### src/rtl/arm_pipe_pkg.sv
// Shared definitions for the 5-stage ARM pipeline: datapath widths,
// ALU command encodings and the ID/EXE control bundle.
package arm_pipe_pkg;

  localparam int DATA_W = 32;
  localparam int REG_W  = 4;

  // ALU commands; several mnemonics share an encoding (CMP/SUB, TST/AND, LDR/STR/ADD)
  localparam logic [3:0] EXE_NOP = 4'b0000;
  localparam logic [3:0] EXE_MOV = 4'b0001;
  localparam logic [3:0] EXE_ADD = 4'b0010;
  localparam logic [3:0] EXE_ADC = 4'b0011;
  localparam logic [3:0] EXE_SUB = 4'b0100;
  localparam logic [3:0] EXE_SBC = 4'b0101;
  localparam logic [3:0] EXE_AND = 4'b0110;
  localparam logic [3:0] EXE_ORR = 4'b0111;
  localparam logic [3:0] EXE_EOR = 4'b1000;
  localparam logic [3:0] EXE_MVN = 4'b1001;

  typedef struct packed {
    logic       WB_EN;
    logic       MEM_R_EN;
    logic       MEM_W_EN;
    logic       B;
    logic       S;
    logic [3:0] EXE_CMD;
  } id_exe_ctrl_t;

endpackage

### src/rtl/id_exe_reg_sat_counter.sv
// Saturating up-counter with synchronous clear and hold; never wraps.
module sat_counter #(
  parameter int W = 16
) (
  input  logic         clk,
  input  logic         clear,
  input  logic         hold,
  input  logic         inc,
  output logic [W-1:0] count
);

  logic [W-1:0] count_reg;

  always_ff @(posedge clk) begin
    if (clear) begin
      count_reg <= '0;
    end else if (!hold && inc && (count_reg != {W{1'b1}})) begin
      count_reg <= count_reg + {{(W-1){1'b0}}, 1'b1};
    end
  end

  assign count = count_reg;

endmodule

### src/rtl/id_exe_reg.sv
// ID/EXE pipeline register with freeze (outranks flush), flush-to-bubble,
// valid bit and saturating bubble/flush event counters.
module id_exe_reg #(
  parameter int DATA_W = arm_pipe_pkg::DATA_W,
  parameter int REG_W  = arm_pipe_pkg::REG_W,
  parameter int CNT_W  = 16
) (
  input  logic              clk,
  input  logic              rst,
  input  logic              freeze,
  input  logic              flush,
  input  logic              valid_ID,
  input  logic              WB_EN_ID,
  input  logic              MEM_R_EN_ID,
  input  logic              MEM_W_EN_ID,
  input  logic              B_ID,
  input  logic              S_ID,
  input  logic              imm_ID,
  input  logic [3:0]        EXE_CMD_ID,
  input  logic [DATA_W-1:0] PC_ID,
  input  logic [DATA_W-1:0] Val_Rn_ID,
  input  logic [DATA_W-1:0] Val_Rm_ID,
  input  logic [11:0]       Shift_operand_ID,
  input  logic [23:0]       Signed_imm_24_ID,
  input  logic [REG_W-1:0]  Dest_ID,
  input  logic [REG_W-1:0]  src1_ID,
  input  logic [REG_W-1:0]  src2_ID,
  input  logic [3:0]        SR_ID,
  output logic              valid_EXE,
  output logic              WB_EN_EXE,
  output logic              MEM_R_EN_EXE,
  output logic              MEM_W_EN_EXE,
  output logic              B_EXE,
  output logic              S_EXE,
  output logic              imm_EXE,
  output logic [3:0]        EXE_CMD_EXE,
  output logic [DATA_W-1:0] PC_EXE,
  output logic [DATA_W-1:0] Val_Rn_EXE,
  output logic [DATA_W-1:0] Val_Rm_EXE,
  output logic [11:0]       Shift_operand_EXE,
  output logic [23:0]       Signed_imm_24_EXE,
  output logic [REG_W-1:0]  Dest_EXE,
  output logic [REG_W-1:0]  src1_EXE,
  output logic [REG_W-1:0]  src2_EXE,
  output logic [3:0]        SR_EXE,
  output logic [CNT_W-1:0]  bubble_cnt,
  output logic [CNT_W-1:0]  flush_cnt
);

  import arm_pipe_pkg::*;

  id_exe_ctrl_t      ctrl_reg, ctrl_next;
  logic              valid_reg;
  logic              imm_reg;
  logic [DATA_W-1:0] pc_reg, val_rn_reg, val_rm_reg;
  logic [11:0]       shift_operand_reg;
  logic [23:0]       signed_imm_24_reg;
  logic [REG_W-1:0]  dest_reg, src1_reg, src2_reg;
  logic [3:0]        sr_reg;

  // An invalid ID slot must not write back, touch memory, branch or set flags.
  always_comb begin
    ctrl_next          = '0;
    ctrl_next.WB_EN    = WB_EN_ID    & valid_ID;
    ctrl_next.MEM_R_EN = MEM_R_EN_ID & valid_ID;
    ctrl_next.MEM_W_EN = MEM_W_EN_ID & valid_ID;
    ctrl_next.B        = B_ID        & valid_ID;
    ctrl_next.S        = S_ID        & valid_ID;
    ctrl_next.EXE_CMD  = EXE_CMD_ID;
  end

  always_ff @(posedge clk) begin
    if (rst || (!freeze && flush)) begin
      ctrl_reg          <= '0;
      valid_reg         <= 1'b0;
      imm_reg           <= 1'b0;
      pc_reg            <= '0;
      val_rn_reg        <= '0;
      val_rm_reg        <= '0;
      shift_operand_reg <= '0;
      signed_imm_24_reg <= '0;
      dest_reg          <= '0;
      src1_reg          <= '0;
      src2_reg          <= '0;
      sr_reg            <= '0;
    end else if (!freeze) begin
      ctrl_reg          <= ctrl_next;
      valid_reg         <= valid_ID;
      imm_reg           <= imm_ID;
      pc_reg            <= PC_ID;
      val_rn_reg        <= Val_Rn_ID;
      val_rm_reg        <= Val_Rm_ID;
      shift_operand_reg <= Shift_operand_ID;
      signed_imm_24_reg <= Signed_imm_24_ID;
      dest_reg          <= Dest_ID;
      src1_reg          <= src1_ID;
      src2_reg          <= src2_ID;
      sr_reg            <= SR_ID;
    end
  end

  assign valid_EXE         = valid_reg;
  assign WB_EN_EXE         = ctrl_reg.WB_EN;
  assign MEM_R_EN_EXE      = ctrl_reg.MEM_R_EN;
  assign MEM_W_EN_EXE      = ctrl_reg.MEM_W_EN;
  assign B_EXE             = ctrl_reg.B;
  assign S_EXE             = ctrl_reg.S;
  assign EXE_CMD_EXE       = ctrl_reg.EXE_CMD;
  assign imm_EXE           = imm_reg;
  assign PC_EXE            = pc_reg;
  assign Val_Rn_EXE        = val_rn_reg;
  assign Val_Rm_EXE        = val_rm_reg;
  assign Shift_operand_EXE = shift_operand_reg;
  assign Signed_imm_24_EXE = signed_imm_24_reg;
  assign Dest_EXE          = dest_reg;
  assign src1_EXE          = src1_reg;
  assign src2_EXE          = src2_reg;
  assign SR_EXE            = sr_reg;

  // Index 0 counts bubbles (flush or invalid ID), index 1 counts flushes.
  logic [1:0]       cnt_inc;
  logic [CNT_W-1:0] cnt_val [2];

  assign cnt_inc[0] = flush | ~valid_ID;
  assign cnt_inc[1] = flush;

  generate
    for (genvar gi = 0; gi < 2; gi++) begin : g_cnt
      sat_counter #(.W(CNT_W)) u_cnt (
        .clk   (clk),
        .clear (rst),
        .hold  (freeze),
        .inc   (cnt_inc[gi]),
        .count (cnt_val[gi])
      );
    end
  endgenerate

  assign bubble_cnt = cnt_val[0];
  assign flush_cnt  = cnt_val[1];

endmodule
### config.mk
export PLATFORM = sky130hd
export DESIGN_NAME = id_exe_reg
export DESIGN_NICKNAME = d
export VERILOG_FILES = /design/src/rtl/arm_pipe_pkg.sv /design/src/rtl/id_exe_reg_sat_counter.sv /design/src/rtl/id_exe_reg.sv
export SDC_FILE = /design/constraint.sdc
export NUM_CORES = 1
export LEC_CHECK = 0
export BUFFER_PORTS_ARGS = -buffer_cell sky130_fd_sc_hd__buf_2
export CAP_MARGIN = 20
export CORE_AREA = 2 2 136 138
export CTS_CLUSTER_DIAMETER = 100
export DETAILED_ROUTE_END_ITERATION = 6
export DIE_AREA = 0 0 138 140
export GPL_TIMING_DRIVEN = 0
export HOLD_SLACK_MARGIN = 0.08
export PLACE_DENSITY = 0.75
export SLEW_MARGIN = 20
export SYNTH_ARGS = -nofsm -noshare
export SYNTH_HDL_FRONTEND = slang
export SYNTH_SLANG_ARGS = --single-unit
### constraint.sdc
create_clock -name clk -period 3.5 [get_ports clk]
set_input_delay 0.7 -clock clk [delete_from_list [all_inputs] [get_ports clk]]
set_output_delay 0.7 -clock clk [all_outputs]
set_load 0.005 [all_outputs]
==> results of run 1 <==
power by group through the flow:
stage               registers (W)  clock network (W)  logic (W)
finish                    0.00231            0.00204   0.000483
global route              0.00232            0.00216   0.000531
CTS                       0.00231            0.00208   0.000490
detailed placement        0.00236                  0   0.000488
global placement          0.00236                  0   0.000480
floorplan                 0.00237                  0   0.000230
final timing paths:
path	start	endpoint	slack (ns)	cells after the start
max reg2reg	g_cnt[1].u_cnt.count[0]$_SDFFE_PP0P_	g_cnt[1].u_cnt.count[1]$_SDFFE_PP0P_	1.37	6
min	valid_EXE$_SDFFE_PP0N_	valid_EXE$_SDFFE_PP0N_	0.49	2
min reg2reg	valid_EXE$_SDFFE_PP0N_	valid_EXE$_SDFFE_PP0N_	0.49	2
max	rst	Signed_imm_24_EXE[13]$_SDFFE_PP0N_	1.09	6
metrics by stage:
step | power [W] | util
2_1_floorplan | 0.00260 | -
3_3_place_gp | 0.00284 | 0.521
3_5_place_dp | 0.00285 | 0.521
4_1_cts | 0.00488 | 0.556
5_1_grt | 0.00502 | 0.556
6_report | 0.00483 | 0.556
cell usage after synthesis, types with 8 or more instances:
cell,count,area [sq um]
buf_2,11,55.1
nand2_1,11,41.3
clkbuf_1,27,101
mux2i_1,153,1530
or3_1,8,50.1
dfxtp_1,191,3820
or4_1,13,97.6
o21ai_0,8,40.0
o31ai_1,13,97.6
nand4_1,10,62.6
a21oi_1,23,115
nor2_1,170,638
nor2b_1,8,50.1
nand3_1,12,60.1
buf_1,8,30.0
worst max-delay path, cell delays in order:
cell and delay, ns:
clkbuf_1 0.37, inv_1 0.18, nand2_1 0.31, clkbuf_1 0.49, clkbuf_1 0.53, nor2_1 0.10
cells by family (layout without fill, tap and decap cells):
kind of cell / after synthesis / after routing
flops: 191 / 191
buf+inv: 51 / 435
mux: 158 / 158
simple gates: 258 / 258
compound gates: 60 / 60
fa+ha+maj: 2 / 2
per-layer routing:
metal | up-vias | GRT usage
met3 | 26 | 0.0615
met2 | 246 | 0.372
met1 | 3058 | 0.234
li1 | 3241 | -
met5 | - | 0
met4 | 0 | 0.0628
cell type report:
| cell class | instances | area, sq um | share of cell area |
|---|---|---|---|
| Buffer | 46 | 186 | 0.0188 |
| Multi-Input combinational cell | 478 | 3180 | 0.322 |
| Inverter | 5 | 18.8 | 0.00190 |
| Sequential cell | 191 | 3820 | 0.387 |
| Clock buffer | 17 | 425 | 0.0430 |
| Clock inverter | 15 | 204 | 0.0206 |
| Timing Repair Buffer | 352 | 1760 | 0.178 |
| Tap cell | 229 | 287 | 0.0290 |
==> reports/metrics.cfg, run 1 <==
[route]
routed_wl_mm = 20.7
drt_pre_antenna_iters = 5
wl_per_cell_um = 15.5
vias = 6571
wirelength_met1_mm = 8.30
vias_per_cell = 4.93
drtAntennaViolNets = 0
dr.max_layer_used = met4
dr_wl_met3_mm = 1.54
wl_met2_mm = 10.5
drc = 0
drt-initial-drc-count = 257

[clock_network]
clock_sinks = 191
cts_tree = built
clockRootBuffer = clkbuf_16
clk_latency_ns = 0.42
numCtsBuffers = 17
cts_resized = 0
clk_pin_slew_ns = 0.07
cts_setup_buffers = 0
h-tree-depth = 4
cts_max_path_buffers = 2
ctsHoldBuffers = 0

[timing]
finalSetupViolations = 0
hold_viol_final = 0
worstMarginPinSlew_ns = 0.819
layout_setup_ws_ns = 1.09
clock.fmax_mhz = 415
max_slew_margin = 0.454
finClkSkew_ns = 0.00485
tns_ns = 0
period_needed_ns = 2.41
rsz0062_at_grt = no
slew_viol_final = 0
hold_slack_ns = 0.490
fin_crit_sh = 0.689

[worst_setup_path]
end_kind = flop
cp.arrival_ns = 2.70
cp.required_ns = 3.79
path_max_fanout = 10
worst-setup-path-type = input pin to flop
start_kind = input pin

[global_route]
grt_pass1_wl_mm = 32.4
grt_max_degree = 20
grt-ovfl-total = 0
grt_pass1_vias = 6475
antenna_found_initial = 0
grt_usage = 0.206

[floorplan]
num_rows = 49
dieArea_sq_um = 19300
io_pins = 354
initial_core_util = 0.406
fp.dieH_um = 140
core-area_sq_um = 17800
fp.dieW_um = 138

[final_layout]
layout.cells.non_filler = 1333
nFillCells = 1614
diodes = 0
area_delta_synth_final_pct = 37.1
layout_common_cells = 363 x buf_2, 191 x dfxtp_1, 170 x nor2_1
drive_above_1_share = 0.366
fin_area_sq_um = 9890
nNetsFinal = 1256
final_common_cell = buf_2

[placed_design]
dp_cells = 1301
io_buffers = 352
dpl.hpwl_mm = 15.9
place_ws_ns = 0.584
place_area_sq_um = 9260
place_congestion = 0.817

[flow_run]
maxCapViolations = 0

[synth]
synth-xor-area-share = 0
netlist_area_sq_um = 7210
ys_types = 39
synth_flop_cell = dfxtp_1
synth_top_family_by_area = multiplexers
syn_area_per_cell_sq_um = 10.0
syn_nets = 885
yosys_register_bits = 191
muxShareOfSynthArea = 0.220
synth-edff-count = 0
async_flop_share = 0
ys_warn_count = 0
synth_compound_area_frac = 0.0524
synth_seq_area_share = 0.530
synth_fa_ha_area_frac = 0.00347
synthCells = 720
synthSimpleGateAreaFrac = 0.165

[pwr]
switching_share = 0.254
power.leakage_nw = 4.97
power.switching_w = 0.00123
comb_power_share = 0.100
vdd.ir_drop.worst_v = 0.000305
seqPwrFrac = 0.479
p_clk_frac = 0.421
internal_power_w = 0.00360
pwr_density_cell_nw_per_um2 = 488

[status]
status = complete, no violations

[worst_hold_path]
hp-class = flop to flop

(Power assumes the default switching activity.)
==> run 2, diff against run 1 <==
Clock period 3.5 ns to 2.4 ns, I/O delays scaled along.
==> reports/metrics.cfg, run 2 (synthesis gave the netlist of run 1 again) <==
[placed_design]
place_area_sq_um = 9260
place_ws_ns = -0.296
place_congestion = 0.817
io_buffers = 352
dpl.hpwl_mm = 15.9

[global_route]
antenna_found_initial = 0
grt_pass1_vias = 6475
grt_max_degree = 20
grt_pass1_wl_mm = 32.4
grt-ovfl-total = 0
grt_usage = 0.206

[timing]
hold_viol_final = 0
worstMarginPinSlew_ns = 0.820
finClkSkew_ns = 0.00472
finalSetupViolations = 0
clock.fmax_mhz = 470
layout_setup_ws_ns = 0.273
slew_viol_final = 0
rsz0062_at_grt = no
period_needed_ns = 2.13
fin_crit_sh = 0.886
max_slew_margin = 0.453

[worst_setup_path]
end_kind = flop
worst-setup-path-type = flop to flop
cp.required_ns = 2.75
max_stage_delay_ns = 0.64
crit_chain = ha_1, nand4_1, nor4_2, buf_2, o21ai_0, a21oi_1
path_max_fanout = 10
slowest_stage = nor4_2
cp.arrival_ns = 2.48
start_kind = flop

[route]
drtAntennaViolNets = 0
drt-initial-drc-count = 265
drt_pre_antenna_iters = 5
drc = 0
vias = 6587
vias_per_cell = 4.94
dr_wl_met3_mm = 1.56
wirelength_met1_mm = 8.29
routed_wl_mm = 20.7
dr.max_layer_used = met4
wl_met2_mm = 10.5
wl_per_cell_um = 15.5

[pwr]
power.leakage_nw = 4.97
vdd.ir_drop.worst_v = 0.000444
pwr_density_cell_nw_per_um2 = 713

[clock_network]
clk_latency_ns = 0.42
cts_max_path_buffers = 2
clk_pin_slew_ns = 0.08
numCtsBuffers = 17
clockRootBuffer = clkbuf_16
h-tree-depth = 4
clock_sinks = 191
cts_setup_buffers = 0
cts_tree = built

[status]
status = complete, no violations

[floorplan]
num_rows = 49
fp.dieW_um = 138
core-area_sq_um = 17800
fp.dieH_um = 140
dieArea_sq_um = 19300
initial_core_util = 0.406
io_pins = 354

[worst_hold_path]
hp-class = input pin to flop

[final_layout]
final_common_cell = buf_2
nNetsFinal = 1256
layout_common_cells = 363 x buf_2, 191 x dfxtp_1, 170 x nor2_1
final_util = 0.556
area_delta_synth_final_pct = 37.1
drive_above_1_share = 0.367
nFillCells = 1615
diodes = 0
fin_area_sq_um = 9890

[flow_run]
maxCapViolations = 0

run 2: critical path: cells and delay by family, from the launching register on:
family | cells | cell delay (ns)
buffers and inverters | 1 | 0.34
adder cells (fa/ha/maj) | 1 | 0.23
AO/OA/AOI/OAI | 2 | 0.26
AND/OR/NAND/NOR | 2 | 0.82
flip-flops | 1 | 0.40
run 2: worst paths after layout:
path	start	to	slack (ns)	cells past startpoint
max	g_cnt[1].u_cnt.count[0]$_SDFFE_PP0P_	g_cnt[1].u_cnt.count[1]$_SDFFE_PP0P_	0.27	6
min	PC_ID[27]	PC_EXE[27]$_SDFFE_PP0N_	0.28	3
max reg2reg	g_cnt[1].u_cnt.count[0]$_SDFFE_PP0P_	g_cnt[1].u_cnt.count[1]$_SDFFE_PP0P_	0.27	6
min reg2reg	valid_EXE$_SDFFE_PP0N_	valid_EXE$_SDFFE_PP0N_	0.49	2
run 2: routing by layer:
| layer | track usage | vias up |
|---|---|---|
| met2 | 0.372 | 252 |
| met1 | 0.234 | 3068 |
| met3 | 0.0615 | 26 |
| met4 | 0.0628 | 0 |
| met5 | 0 | - |
| li1 | - | 3241 |
run 2: final cells by class:
class	instances	area (sq um)	area share
Timing Repair Buffer	352	1760	0.178
Clock buffer	17	425	0.0430
Buffer	46	188	0.0190
Sequential cell	191	3820	0.387
Clock inverter	15	204	0.0206
Inverter	5	18.8	0.00190
Tap cell	229	287	0.0290
Multi-Input combinational cell	478	3180	0.322
run 2: metrics by stage:
stage	setup TNS [ns]	power, W	cells	hold slack [ns]
2_1_floorplan	0	0.00379	720	0.485
5_1_grt	0	0.00731	1333	0.265
3_5_place_dp	-17.09	0.00416	1301	0.478
6_report	0	0.00705	1333	0.281
4_1_cts	0	0.00712	1333	0.263
3_3_place_gp	-26.61	0.00414	1301	0.468
run 2: repair_timing:
item,CTS,global route
gates resized for setup,0,2
hold buffers,0,0
setup endpoints to repair,0,6
run 2: power by group:
group | leakage (nW) | switching, W | internal [W] | total [W]
Combinational | 3.10 | 0.000355 | 0.000349 | 0.000704
Clock | 0.306 | 0.00137 | 0.00160 | 0.00298
Sequential | 1.56 | 0.0000683 | 0.00330 | 0.00337
==> run 3, diff against run 2 <==
Settings changed: CORE_AREA 2 2 136 138 to 2 2 137 139, CTS_BUF_LIST from default to sky130_fd_sc_hd__clkbuf_2 sky130_fd_sc_hd__clkbuf_4 sky130_fd_sc_hd__clkbuf_8, DIE_AREA 0 0 138 140 to 0 0 139 141, PLACE_DENSITY 0.75 to 0.74.
==> reports/metrics.cfg, run 3 (synthesis gave the netlist of run 1 again) <==
[status]
status = complete, no violations

[worst_setup_path]
cp.arrival_ns = 2.50
worst-setup-path-type = input pin to flop
cp.required_ns = 2.72
start_kind = input pin
end_kind = flop
path_max_fanout = 10

[pwr]
pwr_density_cell_nw_per_um2 = 650
fin_total_pwr_w = 0.00630
power.leakage_nw = 4.88
vdd.ir_drop.worst_v = 0.000349

[global_route]
grt_pass1_vias = 6291
grt_usage = 0.202
grt_max_degree = 19
antenna_found_initial = 0
grt-ovfl-total = 0
grt_pass1_wl_mm = 31.9

[route]
drtAntennaViolNets = 0
drt-initial-drc-count = 285
drt_pre_antenna_iters = 4
vias = 6623
routed_wl_mm = 20.6
vias_per_cell = 4.95
wl_per_cell_um = 15.4
drc = 0

[final_layout]
drive_above_1_share = 0.366
diodes = 0
final_common_cell = buf_2
nNetsFinal = 1256
area_delta_synth_final_pct = 34.3
layout_common_cells = 363 x buf_2, 191 x dfxtp_1, 170 x nor2_1
fin_area_sq_um = 9690
nFillCells = 1705

[timing]
fin_crit_sh = 0.909
rsz0062_at_grt = no
max_slew_margin = 0.455
clock.fmax_mhz = 458
finClkSkew_ns = 0.0123
period_needed_ns = 2.18
hold_viol_final = 0
slew_viol_final = 0
finalSetupViolations = 0
worstMarginPinSlew_ns = 0.811

[clock_network]
clock_sinks = 191
cts_max_path_buffers = 2
clk_pin_slew_ns = 0.11
ctsHoldBuffers = 0
cts_resized = 0
clockRootBuffer = clkbuf_8
numCtsBuffers = 17
h-tree-depth = 4
cts_setup_buffers = 0
cts_tree = built
clk_latency_ns = 0.46

[floorplan]
num_rows = 50
core-area_sq_um = 18300
dieArea_sq_um = 19600
io_pins = 354
fp.dieH_um = 141
fp.dieW_um = 139
initial_core_util = 0.395

[worst_hold_path]
hp-class = input pin to flop

[placed_design]
place_congestion = 0.820
place_area_sq_um = 9270
dpl.hpwl_mm = 15.9
io_buffers = 352

[flow_run]
maxCapViolations = 0

run 3: cell types whose count changed in the layout (fill, tap and decap cells not counted), sizes merged:
cell	previous run	this run
inv	11	12
clkinv	6	4
clkbuf	44	45
run 3: report_power, final:
part | internal (W) | total [W] | leakage [nW] | switching, W
clock | 0.000995 | 0.00222 | 0.213 | 0.00123
combinational | 0.000349 | 0.000700 | 3.10 | 0.000351
sequential | 0.00330 | 0.00337 | 1.56 | 0.0000701
run 3: worst max-delay path, cell delays in order:
cell,delay [ns]
clkbuf_1,0.37
inv_1,0.17
nand2_1,0.29
clkbuf_1,0.57
clkbuf_1,0.50
nor2_1,0.11
run 3: path summary, 6_finish.rpt:
path	start	endpoint	slack [ns]	cells past startpoint
worst max-delay path	rst	Signed_imm_24_EXE[12]$_SDFFE_PP0N_	0.22	6
worst min-delay path	Val_Rn_ID[0]	Val_Rn_EXE[0]$_SDFFE_PP0N_	0.24	3
worst max register to register	g_cnt[1].u_cnt.count[0]$_SDFFE_PP0P_	g_cnt[1].u_cnt.count[1]$_SDFFE_PP0P_	0.23	6
worst min register to register	Dest_EXE[0]$_SDFFE_PP0N_	Dest_EXE[0]$_SDFFE_PP0N_	0.50	2
run 3: area by class of cell:
type | instances | area [sq um] | share of cell area
flip-flops and latches | 191 | 3820 | 0.395
multi-input cells | 478 | 3180 | 0.329
repair buffers | 352 | 1760 | 0.182
well taps | 234 | 293 | 0.0302
clock buffers | 18 | 248 | 0.0256
plain buffers | 46 | 186 | 0.0192
clock inverters | 14 | 171 | 0.0177
inverters | 5 | 18.8 | 0.00194
run 3: per-layer routing:
metal	GRT usage	share of wire	vias to the layer above
li1	-	-	3245
met5	0	0	-
met4	0.0797	0.026	0
met3	0.0683	0.079	38
met1	0.231	0.40	3090
met2	0.350	0.49	250
run 3: stage by stage:
stage,hold slack [ns],setup TNS [ns],util,instances,worst slack (ns)
6_report,0.239,0,0.530,1338,0.218
5_1_grt,0.194,0,0.530,1338,0.0266
4_1_cts,0.197,0,0.530,1338,0.177
3_5_place_dp,0.478,-21.86,0.507,1306,-0.348
3_3_place_gp,0.469,-23.88,0.507,1306,-0.336
2_1_floorplan,0.485,0,-,720,0.479
